**config.mk**
```make
export PLATFORM = sky130hd
export DESIGN_NAME = fetch_if_stage
export DESIGN_NICKNAME = d
export VERILOG_FILES = /design/src/rtl/fetch_if_stage.sv
export SDC_FILE = /design/constraint.sdc
export NUM_CORES = 1
export LEC_CHECK = 0
export BUFFER_PORTS_ARGS = -buffer_cell sky130_fd_sc_hd__buf_4
export CORE_MARGIN = 2
export CORE_UTILIZATION = 30
export DETAILED_ROUTE_END_ITERATION = 7
export SLEW_MARGIN = 20
export SYNTH_ARGS = -nofsm -noshare
export SYNTH_HDL_FRONTEND = slang
export SYNTH_SLANG_ARGS = --single-unit
```
**constraint.sdc**
```tcl
create_clock -name clk -period 10 [get_ports clk]
set_input_delay 1 -clock clk [delete_from_list [all_inputs] [get_ports clk]]
set_output_delay 1 -clock clk [all_outputs]
set_load 0.01 [all_outputs]
```
**src/rtl/fetch_if_stage.sv**
```systemverilog
// fetch_if_stage: instruction-fetch front end.
//
// Owns the fetch PC, issues single-word reads to instruction memory (one
// request in flight at a time for the live path) and buffers the returned
// words in a small FIFO.  The FIFO head is presented to decode as
// {id_ir, id_pc, id_pc4, id_pred_taken} over a valid/ready handshake.
// Redirects from later stages flush the FIFO and restart fetch; responses
// to requests issued before a redirect are dropped on return.
//
// Optional feature (macro FETCH_STATIC_PREDICT_EN): static prediction on
// push -- JAL and backward conditional branches steer the PC to their
// target and mark the entry id_pred_taken=1.
//
// Ports:
//   clk, rst_n                   clock (rising edge), async active-low reset
//   imem_req/imem_addr/imem_gnt  fetch request channel (addr held until gnt)
//   imem_rvalid/imem_rdata       in-order read response channel
//   redirect_valid/redirect_pc   flush and restart fetch at redirect_pc
//   id_valid/id_ready            decode handshake on the FIFO head
//   id_ir/id_pc/id_pc4/id_pred_taken  head entry (NOP/0/0/0 when empty)
module fetch_if_stage #(
  parameter logic [31:0] RESET_PC  = 32'h0000_0000,
  parameter int          BUF_DEPTH = 2
) (
  input  logic        clk,
  input  logic        rst_n,
  output logic        imem_req,
  output logic [31:0] imem_addr,
  input  logic        imem_gnt,
  input  logic        imem_rvalid,
  input  logic [31:0] imem_rdata,
  input  logic        redirect_valid,
  input  logic [31:0] redirect_pc,
  output logic        id_valid,
  input  logic        id_ready,
  output logic [31:0] id_ir,
  output logic [31:0] id_pc,
  output logic [31:0] id_pc4,
  output logic        id_pred_taken
);

  localparam int          PW      = $clog2(BUF_DEPTH);
  localparam logic [PW:0] DEPTH_C = (PW+1)'(BUF_DEPTH);
  localparam logic [31:0] NOP     = 32'h0000_0013;

  typedef enum logic [1:0] {S_IDLE, S_REQ, S_WAIT} state_t;

  state_t        state_reg;
  logic [31:0]   pc_reg;
  logic [31:0]   req_pc_reg;
  logic          imem_req_reg;
  // Number of stale responses still to come back.  A redirect can land while
  // a stale response is pending and the restarted request is already out, so
  // up to two may be owed; requests are held off while two are pending.
  logic [1:0]    discard_reg;
  logic [1:0]    discard_next;
  logic [PW-1:0] rd_ptr_reg;
  logic [PW-1:0] wr_ptr_reg;
  logic [PW:0]   count_reg;

  logic [31:0]   buf_ir   [BUF_DEPTH];
  logic [31:0]   buf_pc   [BUF_DEPTH];
  logic          buf_pred [BUF_DEPTH];

  logic          stale_rsp;
  logic          live_rsp;
  logic          live_after;
  logic          push;
  logic          pop;
  logic          can_issue;
  logic          pred_w;
  logic [31:0]   pred_target;
  logic          unused_bits;

  // Responses are in order, so while any stale response is owed the next
  // rvalid belongs to it.
  assign stale_rsp  = imem_rvalid && (discard_reg != 2'd0);
  assign live_rsp   = imem_rvalid && (discard_reg == 2'd0) && (state_reg == S_WAIT);
  // A live request still in flight after this cycle becomes stale on redirect.
  assign live_after = ((state_reg == S_REQ) && imem_gnt) ||
                      ((state_reg == S_WAIT) && !live_rsp);
  assign push       = live_rsp && !redirect_valid;
  assign pop        = (count_reg != '0) && id_ready && !redirect_valid;
  assign can_issue  = (count_reg < DEPTH_C) && (discard_reg != 2'd2);

  assign discard_next = discard_reg - {1'b0, stale_rsp}
                      + {1'b0, redirect_valid && live_after};

  assign unused_bits = ^redirect_pc[1:0];

`ifdef FETCH_STATIC_PREDICT_EN
  logic [31:0] j_imm;
  logic [31:0] b_imm;

  always_comb begin
    j_imm       = {{12{imem_rdata[31]}}, imem_rdata[19:12], imem_rdata[20],
                   imem_rdata[30:21], 1'b0};
    b_imm       = {{20{imem_rdata[31]}}, imem_rdata[7], imem_rdata[30:25],
                   imem_rdata[11:8], 1'b0};
    pred_w      = 1'b0;
    pred_target = pc_reg;
    if (imem_rdata[6:0] == 7'b1101111) begin
      pred_w      = 1'b1;
      pred_target = req_pc_reg + j_imm;
    end else if ((imem_rdata[6:0] == 7'b1100011) && imem_rdata[31]) begin
      pred_w      = 1'b1;
      pred_target = req_pc_reg + b_imm;
    end
  end
`else
  assign pred_w      = 1'b0;
  assign pred_target = pc_reg;
`endif

  // Request FSM, fetch PC and discard bookkeeping.
  always_ff @(posedge clk or negedge rst_n) begin
    if (!rst_n) begin
      state_reg    <= S_IDLE;
      pc_reg       <= RESET_PC;
      req_pc_reg   <= 32'h0;
      imem_req_reg <= 1'b0;
      discard_reg  <= 2'd0;
    end else begin
      discard_reg <= discard_next;
      if (redirect_valid) begin
        state_reg    <= S_IDLE;
        imem_req_reg <= 1'b0;
        pc_reg       <= {redirect_pc[31:2], 2'b00};
      end else begin
        case (state_reg)
          S_IDLE: begin
            if (can_issue) begin
              state_reg    <= S_REQ;
              imem_req_reg <= 1'b1;
            end
          end
          S_REQ: begin
            if (imem_gnt) begin
              pc_reg       <= pc_reg + 32'd4;
              req_pc_reg   <= pc_reg;
              state_reg    <= S_WAIT;
              imem_req_reg <= 1'b0;
            end
          end
          S_WAIT: begin
            if (live_rsp) begin
              state_reg <= S_IDLE;
              // Nothing is in flight here, so a predicted target needs no discard.
              if (pred_w) pc_reg <= pred_target;
            end
          end
          default: begin
            state_reg    <= S_IDLE;
            imem_req_reg <= 1'b0;
          end
        endcase
      end
    end
  end

  // FIFO pointers and occupancy.
  always_ff @(posedge clk or negedge rst_n) begin
    if (!rst_n) begin
      rd_ptr_reg <= '0;
      wr_ptr_reg <= '0;
      count_reg  <= '0;
    end else if (redirect_valid) begin
      rd_ptr_reg <= '0;
      wr_ptr_reg <= '0;
      count_reg  <= '0;
    end else begin
      if (push) wr_ptr_reg <= wr_ptr_reg + 1'b1;
      if (pop)  rd_ptr_reg <= rd_ptr_reg + 1'b1;
      if (push && !pop)      count_reg <= count_reg + 1'b1;
      else if (pop && !push) count_reg <= count_reg - 1'b1;
    end
  end

  // FIFO storage; contents are don't-care until written.
  always_ff @(posedge clk) begin
    if (push) begin
      buf_ir[wr_ptr_reg]   <= imem_rdata;
      buf_pc[wr_ptr_reg]   <= req_pc_reg;
      buf_pred[wr_ptr_reg] <= pred_w;
    end
  end

  assign imem_req      = imem_req_reg;
  assign imem_addr     = pc_reg;
  assign id_valid      = (count_reg != '0);
  assign id_ir         = id_valid ? buf_ir[rd_ptr_reg] : NOP;
  assign id_pc         = id_valid ? buf_pc[rd_ptr_reg] : 32'h0;
  assign id_pc4        = id_valid ? (buf_pc[rd_ptr_reg] + 32'd4) : 32'h0;
  assign id_pred_taken = id_valid ? buf_pred[rd_ptr_reg] : 1'b0;

endmodule

```
==> run_results.csv, run 1 <==
group,metric,value,unit
floorplanning,rows,62,
final_layout,layout-drive-gt1-share,30.4,%
sta,min_period,5.15,ns
synthesis,synth_warnings,0,
final_layout,regArea,5450,sq um
pwr,swShare,25.5,%
placement,portBuffers,191,
setup_path,critPathTopFamily,"simple AND/OR/NAND/NOR gates",
cts,cts_tree,"yes",
pwr,p_sw,494,uW
final_layout,antenna_cells,0,
final_layout,nNetsFinal,974,
setup_path,cp_data_required_time,9.00,ns
synthesis,synth_edf_count,124,
sta,relSlewSlack,39.2,%
pwr,peakVddDrop,0.112,mV
sta,fin_crit_sh,51.5,%
worst_hold_path,holdCritPathClass,"register to register",
synthesis,synth_top_area_share,41.9,%
synthesis,synth.area.top_cells,"edfxtp_1 42%, dfrtp_1 19%, mux2i_1 6.3%",
cts,path_clk_slew,0.07,ns
global_route,overflow,0,
outcome,status,"finished, final reports clean",
cts,cts_buffers,17,
pwr,p_seq_share,55.1,%
setup_path,crit_top_cell,"buf_4",
routing,drtAntennaViolNets,0,
cts,cts_htree_levels,4,
global_route,grt_usage,14.1,%
pwr,p_int,1450,uW
final_layout,multiInputGateArea,3200,sq um
setup_path,endpoint_kind,"primary output",
final_layout,reg_top3,"buf_ir x64, buf_pc x60",
global_route,antenna_found_initial,0,
setup_path,worstSetupPathType,"register to primary output",
synthesis,yosysSeqAreaShare,61.4,%
routing,dr.pass1.iters,4,
placement,routabilityCongestion,0.751,
cts,cts_buffer_depth,2,
global_route,grt_pass1_wl,33500,um
routing,vias,6075,
setup_path,crit_chain,"buf_4, nand3_1, a22oi_4, nand4_1, nor4_1, mux2_1, buf_4",
routing,drcViolationCount,0,
floorplanning,initial_core_util,30.7,%
sta,rsz0062_at_grt,"no",
sta,max_freq,194,MHz
cts,clock_latency,0.43,ns
sta,timing.final.ws_setup,4.85,ns
final_layout,largest_register_ffs,64,
sta,holdWs,0.475,ns
pwr,p_comb_share,11.0,%
pwr,p_leak,0.00424,uW
synthesis,synthCells,721,
final_layout,fillCellCount,2827,
floorplanning,dieHeight,176,um
sta,worst_slew_pin_slew,0.911,ns
global_route,grt_max_degree,71,
synthesis,yosysTopAreaCell,"edfxtp_1",
synthesis,async_reset_ff_share,35.8,%
setup_path,cp.arrival,4.15,ns
floorplanning,core_area,28900,sq um
sta,skew,0.0127,ns
cts,cts_sinks,193,
setup_path,cp_max_fo,60,
setup_path,max_stage_delay,0.84,ns
sta,maxSlewViolCount,0,
cts,cts-root-buf,"clkbuf_16",
pwr,p_per_area,173,nW/um^2
sta,tns,0,ns
synthesis,synth_area,8880,sq um
setup_path,worst-path-buf-inv,2,
synthesis,avgSynthCellArea,12.3,sq um
final_layout,synthToLayoutAreaGrowth,26.4,%
floorplanning,die-area,31000,sq um
sta,setup_viol,0,
cts,ctsResizeCount,0,
placement,hpwl,15000,um
synthesis,yosysUniqueCellTypes,57,
synthesis,synth_seq_cells,193,
cts,postCtsSetupRepairBufs,0,
final_layout,regMostFlops,"buf_ir",
routing,via_per_inst,4.68,
placement,place_ws,5.22,ns
setup_path,cp-start-kind,"register",
floorplanning,io-pin-count,201,
synthesis,synth_ff_type,"edfxtp_1",
routing,wl_per_cell,16.6,um
global_route,grt_pass1_vias,5835,
routing,routed_wirelength,21600,um
sta,hold_viol,0,
floorplanning,die_w,176,um
job,max_cap_violations,0,
cts,cts_hold_buf,0,
pwr,clock_power_share,34.0,%
routing,dr.first_iter.drc_count,293,
setup_path,critPathSlowestCell,"dfrtp_4",
cell usage after synthesis, drive strengths merged, types with 6 or more instances:
cell type and instances:
a21oi 11, and2 10, and3 6, buf 24
clkbuf 21, dfrtp 69, edfxtp 124, inv 9
mux2 36, mux2i 56, nand2 74, nand3 20
nand4 22, nor2 77, nor2b 6, nor3 8
o21ai 43, o31ai 13, xnor2 15, xor2 28
power groups by stage:
stage / registers, uW / clock network [uW] / logic (uW)
finish: 1070 / 659 / 213
global route: 1090 / 714 / 237
CTS: 1070 / 685 / 218
detailed placement: 1090 / 0 / 217
global placement: 1080 / 0 / 211
floorplan: 1050 / 0 / 138
metrics by stage:
stage	std cells	utilization, %	power, uW	instance area, sq um
after floorplan	727	-	1180	8900
after global placement	1265	36.9	1290	10700
after detailed placement	1265	36.9	1310	10700
after CTS	1297	38.8	1970	11200
after global routing	1297	38.8	2040	11200
final	1297	38.8	1940	11200
layout make-up:
class | count | area share (%)
Sequential cell | 193 | 48.6
Multi-Input combinational cell | 480 | 28.5
Timing Repair Buffer | 199 | 13.3
Tap cell | 384 | 4.28
Clock buffer | 19 | 3.86
Clock inverter | 13 | 1.15
Inverter | 9 | 0.301
final timing paths:
| kind | start | to | slack [ns] | cells after the start |
|---|---|---|---|---|
| hold reg to reg | req_pc_reg[30]$_DFFE_PN0P_ | buf_pc[1][30]$_DFFE_PP_ | 0.48 | 0 |
| setup reg to reg | state_reg[1]$_DFFE_PN0P_ | buf_pc[1][26]$_DFFE_PP_ | 7.69 | 4 |
| setup / recovery | rd_ptr_reg$_DFFE_PN0P_ | id_pc4[31] | 4.85 | 7 |
| min in group asynchronous | rst_n | discard_reg[0]$_DFF_PN0_ | 0.68 | 1 |
| max in group asynchronous | rst_n | rd_ptr_reg$_DFFE_PN0P_ | 8.64 | 1 |
| hold / removal | req_pc_reg[30]$_DFFE_PN0P_ | buf_pc[1][30]$_DFFE_PP_ | 0.48 | 0 |
routing by layer:
| layer | global-route usage (%) | vias up | part of all wire [%] |
|---|---|---|---|
| li1 | - | 2960 | - |
| met3 | 3.25 | 12 | 6.0 |
| met2 | 21.8 | 181 | 45 |
| met4 | 3.27 | 0 | 0.71 |
| met5 | 0 | - | 0 |
| met1 | 19.9 | 2922 | 49 |
cell usage in the layout (no fill, tap or decap), types with 19 or more instances in the layout:
master	instances
buf_4	199
edfxtp_1	124
nor2_1	75
nand2_1	74
dfrtp_1	68
mux2i_1	56
o21ai_0	41
mux2_2	35
xor2_1	28
nand4_1	22
nand3_1	19
cells by family after synthesis:
| logic type | synth area share [%] |
|---|---|
| AND/OR/NAND/NOR | 13.6 |
| flip-flops | 61.4 |
| multiplexers | 10.9 |
| AO/OA/AOI/OAI | 6.27 |
| buffers and inverters | 3.03 |
| XOR/XNOR | 4.24 |
| adder cells (fa/ha/maj) | 0.564 |
| other | 0.0422 |
No activity file was read; power rests on OpenSTA's default activity.
==> run 2: changes to the inputs <==
- clock period: 10 -> 4.85 ns (I/O delays scaled with it)
==> run 2 against run 1 <==
Clock skew grew 0.0011 ns. Critical path type unchanged. Final area grew 0.49%. Non-clock buffer count is the same. Wire length shrank 1.2%. Die area is the same. Sequential share of layout area shrank 0.24 points. Core utilization grew 0.19 points. Highest routed layer unchanged. Final cell count is the same. Global-route usage shrank 0.14 points. Worst setup slack lost 4.1 ns. Critical endpoint is now id_pc4[24]. Register-to-register slack lost 5.3 ns. Flip-flop and latch count is the same.
==> run_results.csv, run 2 (synthesized netlist as in run 1, its figures left out) <==
group,metric,value,unit
outcome,status,"finished, final reports clean",
sta,maxSlewViolCount,0,
floorplanning,io-pin-count,201,
floorplanning,die_w,176,um
setup_path,crit_chain,"mux2_2, ha_1, and4b_1, nand4_1, or3_1, a21oi_1, buf_4",
cts,cts_buffer_depth,2,
floorplanning,rows,62,
final_layout,antenna_cells,0,
cts,cts_htree_levels,4,
sta,timing.final.ws_setup,0.726,ns
cts,postCtsSetupRepairBufs,0,
cts,path_clk_slew,0.07,ns
setup_path,cp.arrival,3.64,ns
sta,min_period,4.12,ns
cts,cts_tree,"yes",
placement,place_ws,1.13,ns
placement,portBuffers,191,
setup_path,cp-start-kind,"register",
setup_path,critPathTopFamily,"simple AND/OR/NAND/NOR gates",
sta,worst_slew_pin_slew,0.952,ns
worst_hold_path,holdCritPathClass,"input pin to async pin",
final_layout,largest_register_ffs,64,
final_layout,synthToLayoutAreaGrowth,27.1,%
routing,wl_per_cell,16.4,um
sta,fin_crit_sh,85.0,%
setup_path,r2r_setup_slack,2.43,ns
final_layout,layout-drive-gt1-share,30.6,%
cts,clock_latency,0.42,ns
job,max_cap_violations,0,
sta,relSlewSlack,36.6,%
global_route,overflow,0,
routing,via_per_inst,4.65,
sta,hold_viol,0,
routing,dr.pass1.iters,4,
routing,vias,6032,
floorplanning,initial_core_util,30.7,%
global_route,grt_max_degree,71,
floorplanning,dieHeight,176,um
global_route,grt_pass1_vias,5966,
setup_path,cp_max_fo,70,
routing,drtAntennaViolNets,0,
final_layout,regMostFlops,"buf_ir",
final_layout,layout_common_cells,"199 x buf_4, 124 x edfxtp_1, 75 x nor2_1, 74 x nand2_1, 68 x dfrtp_1",
setup_path,cp_data_required_time,4.37,ns
cts,cts_sinks,193,
sta,holdWs,0.163,ns
routing,routed_wirelength,21300,um
final_layout,nNetsFinal,974,
final_layout,reg_top3,"buf_ir x64, buf_pc x60",
sta,skew,0.0138,ns
global_route,grt_usage,13.9,%
global_route,grt_pass1_wl,33400,um
sta,rsz0062_at_grt,"no",
sta,max_freq,242,MHz
routing,drcViolationCount,0,
placement,hpwl,15000,um
cts,cts_hold_buf,0,
cts,ctsResizeCount,0,
setup_path,endpoint_kind,"primary output",
cts,cts_buffers,17,
placement,placed_cell_area,10700,sq um
placement,routabilityCongestion,0.776,
setup_path,worst-path-buf-inv,1,
setup_path,max_stage_delay,1.04,ns
sta,tns,0,ns
floorplanning,core_area,28900,sq um
pwr,p_leak,0.00427,uW
cts,cts-root-buf,"clkbuf_16",
floorplanning,die-area,31000,sq um
final_layout,design_area,11300,sq um
routing,dr.first_iter.drc_count,396,
sta,setup_viol,0,
pwr,peakVddDrop,0.195,mV
global_route,antenna_found_initial,0,
final_layout,final_common_cell,"buf_4",
setup_path,critPathSlowestCell,"dfrtp_4",
pwr,p_per_area,362,nW/um^2
setup_path,worstSetupPathType,"register to primary output",
==> run 2: cell types whose count changed in the layout (fill, tap and decap cells not counted), sizes merged <==
| cell | change |
|---|---|
| inv | +1 |
| clkbuf | -1 |
| bufinv | +2 |
| clkinvlp | -1 |
| clkinv | -1 |
==> run 2: path summary, 6_finish.rpt <==
check,start,endpoint,cells after the start
max in group asynchronous,rst_n,rd_ptr_reg$_DFFE_PN0P_,1
min reg2reg,req_pc_reg[22]$_DFFE_PN0P_,buf_pc[0][22]$_DFFE_PP_,0
min,rst_n,discard_reg[1]$_DFF_PN0_,1
min in group clk,imem_rdata[28],buf_ir[1][28]$_DFFE_PP_,1
max reg2reg,count_reg[1]$_DFFE_PN0P_,rd_ptr_reg$_DFFE_PN0P_,5
max,rd_ptr_reg$_DFFE_PN0P_,id_pc4[24],7
==> run 2: layout make-up <==
cell class,count,area (sq um)
Fill cell,2824,17700
Sequential cell,193,5450
Multi-Input combinational cell,480,3210
Timing Repair Buffer,199,1490
Tap cell,384,480
Clock buffer,18,429
Clock inverter,14,175
Inverter,9,33.8
==> run 2: worst reg2reg max path, delay by kind of cell, from the launching register on <==
| family | cells | cell delay, ns |
|---|---|---|
| simple gates | 3 | 0.97 |
| xor+xnor | 1 | 0.17 |
| buf+inv | 1 | 0.65 |
| flops | 1 | 0.49 |
==> run 2: metal layers <==
metal,vias to the layer above,part of all wire (%),track usage [%]
li1,2960,-,-
met1,2912,50,20.1
met2,152,45,21.4
met3,8,4.5,2.54
met4,0,0.69,3.89
met5,-,0,0
==> run 2: where the power goes <==
group          internal, uW  switching, uW
Combinational           254            184
Sequential             2010            200
Clock                   822            623
Total                  3080           1010
==> run 2: stage by stage <==
| stage | instances | util, % | power (uW) |
|---|---|---|---|
| 2_1_floorplan | 727 | - | 2440 |
| 3_3_place_gp | 1265 | 36.9 | 2670 |
| 3_5_place_dp | 1265 | 36.9 | 2690 |
| 4_1_cts | 1297 | 39.0 | 4150 |
| 5_1_grt | 1297 | 39.0 | 4300 |
| 6_report | 1297 | 39.0 | 4090 |
==> run 3: changes to the inputs <==
- REMOVE_ABC_BUFFERS: not set -> 1
==> run 3 against run 2 <==
Final area shrank 0.41%. Total power decreased by 2.6%. Core utilization down 0.16 points. Die area stayed put. Count of clock-buffer cells in the layout is the same. Flip-flop and latch count is the same. Global-route usage down 0.43 points. Wire length is 0.45% lower. Clock power down 7%. Fmax increased by 3.2%. Critical endpoint is now id_pc4[31].
==> run_results.csv, run 3 (synthesized netlist as in run 1, its figures left out) <==
group,metric,value,unit
outcome,status,"finished, final reports clean",
cts,path_clk_slew,0.08,ns
floorplanning,die_w,176,um
setup_path,cp_data_required_time,4.37,ns
final_layout,fillCellCount,2803,
final_layout,synthToLayoutAreaGrowth,26.5,%
cts,ctsResizeCount,0,
setup_path,crit_top_cell,"buf_4",
sta,worst_slew_pin_slew,0.956,ns
global_route,antenna_found_initial,0,
final_layout,largest_register_ffs,64,
setup_path,critPathSlowestCell,"dfrtp_4",
routing,drtAntennaViolNets,0,
sta,min_period,4.00,ns
floorplanning,dieHeight,176,um
cts,postCtsSetupRepairBufs,0,
setup_path,worstSetupPathType,"register to primary output",
pwr,peakVddDrop,0.204,mV
pwr,p_leak,0.00426,uW
cts,cts-root-buf,"clkbuf_16",
global_route,grt_pass1_wl,32200,um
global_route,grt_pass1_vias,5779,
setup_path,cp_max_fo,65,
setup_path,endpoint_kind,"primary output",
routing,dr.first_iter.drc_count,258,
final_layout,layout_common_cells,"199 x buf_4, 124 x edfxtp_1, 75 x nor2_1, 74 x nand2_1, 68 x dfrtp_1",
routing,drcViolationCount,0,
sta,relSlewSlack,35.9,%
setup_path,cp-start-kind,"register",
final_layout,reg_top3,"buf_ir x64, buf_pc x60",
sta,skew,0.0159,ns
cts,cts_sinks,193,
pwr,p_per_area,354,nW/um^2
cts,cts_buffer_depth,2,
routing,dr.pass1.iters,4,
final_layout,final_util,38.8,%
placement,routabilityCongestion,0.794,
sta,maxSlewViolCount,0,
placement,portBuffers,191,
worst_hold_path,holdCritPathClass,"input pin to async pin",
floorplanning,initial_core_util,30.7,%
sta,hold_viol,0,
routing,wl_per_cell,16.4,um
job,max_cap_violations,0,
placement,hpwl,14400,um
sta,holdWs,0.164,ns
global_route,grt_max_degree,71,
sta,rsz0062_at_grt,"no",
routing,routed_wirelength,21200,um
final_layout,layout-drive-gt1-share,30.7,%
cts,cts_htree_levels,4,
sta,max_freq,250,MHz
final_layout,antenna_cells,0,
floorplanning,rows,62,
sta,setup_viol,0,
setup_path,cp.arrival,3.51,ns
routing,vias,6087,
final_layout,nNetsFinal,974,
sta,tns,0,ns
cts,cts_hold_buf,0,
floorplanning,die-area,31000,sq um
sta,fin_crit_sh,82.4,%
setup_path,crit_chain,"buf_4, nand4_1, o21ai_1, nand3_1, nor4_1, mux2_1, buf_4",
final_layout,regMostFlops,"buf_ir",
final_layout,final_common_cell,"buf_4",
routing,via_per_inst,4.69,
floorplanning,core_area,28900,sq um
global_route,overflow,0,
setup_path,max_stage_delay,1.03,ns
cts,clock_latency,0.43,ns
floorplanning,io-pin-count,201,
global_route,grt_usage,13.5,%
cts,cts_buffers,17,
cts,cts_tree,"yes",
==> run 3: path summary, 6_finish.rpt <==
path	slack, ns	cells past startpoint	startpoint	to
worst max-delay path	0.85	7	rd_ptr_reg$_DFFE_PN0P_	id_pc4[31]
worst min-delay path	0.16	1	rst_n	imem_req$_DFFE_PN0P_
worst max register to register	2.44	6	imem_addr[3]$_DFFE_PN0N_	imem_addr[18]$_DFFE_PN0N_
worst min register to register	0.47	0	req_pc_reg[22]$_DFFE_PN0P_	buf_pc[0][22]$_DFFE_PP_
max in group asynchronous	4.01	1	rst_n	rd_ptr_reg$_DFFE_PN0P_
min in group clk	0.24	1	imem_rdata[31]	buf_ir[1][31]$_DFFE_PP_
==> run 3: stage by stage <==
| stage | worst slack [ns] | cells | total power (uW) | cell area, sq um |
|---|---|---|---|---|
| after floorplan | -1.10 | 682 | 2430 | 8660 |
| after global placement | 1.34 | 1265 | 2650 | 10700 |
| after detailed placement | 1.32 | 1265 | 2680 | 10700 |
| after CTS | 0.838 | 1297 | 4040 | 11200 |
| after global routing | 0.541 | 1297 | 4190 | 11200 |
| final | 0.855 | 1297 | 3980 | 11200 |
==> run 3: critical path: cells and delay by family, from the launching register on <==
kind	cells	cell delay, ns
AOI/OAI and AO/OA	1	0.15
buffers and inverters	2	0.66
DFF	1	1.03
muxes	1	0.37
and+or+nand+nor	3	0.80
==> run 3: report_power, final <==
part | switching, uW | internal (uW)
logic | 188 | 254
clock network | 655 | 689
registers | 189 | 2010
==> run 3: routing by layer <==
layer	track usage, %	vias to the layer above	wire [um]
met1	18.5	2976	9990
met5	0	-	0
met3	2.30	18	654
met2	21.6	131	10300
met4	4.58	0	306
li1	-	2962	-
==> run 3: layout make-up <==
type	count	area [sq um]	area share, %
sequential	193	5450	48.6
tap	384	480	4.28
multi-input combinational	480	3210	28.5
inverter	9	33.8	0.301
clock inverter	14	126	1.12
timing repair buffer	199	1490	13.3
clock buffer	18	439	3.91
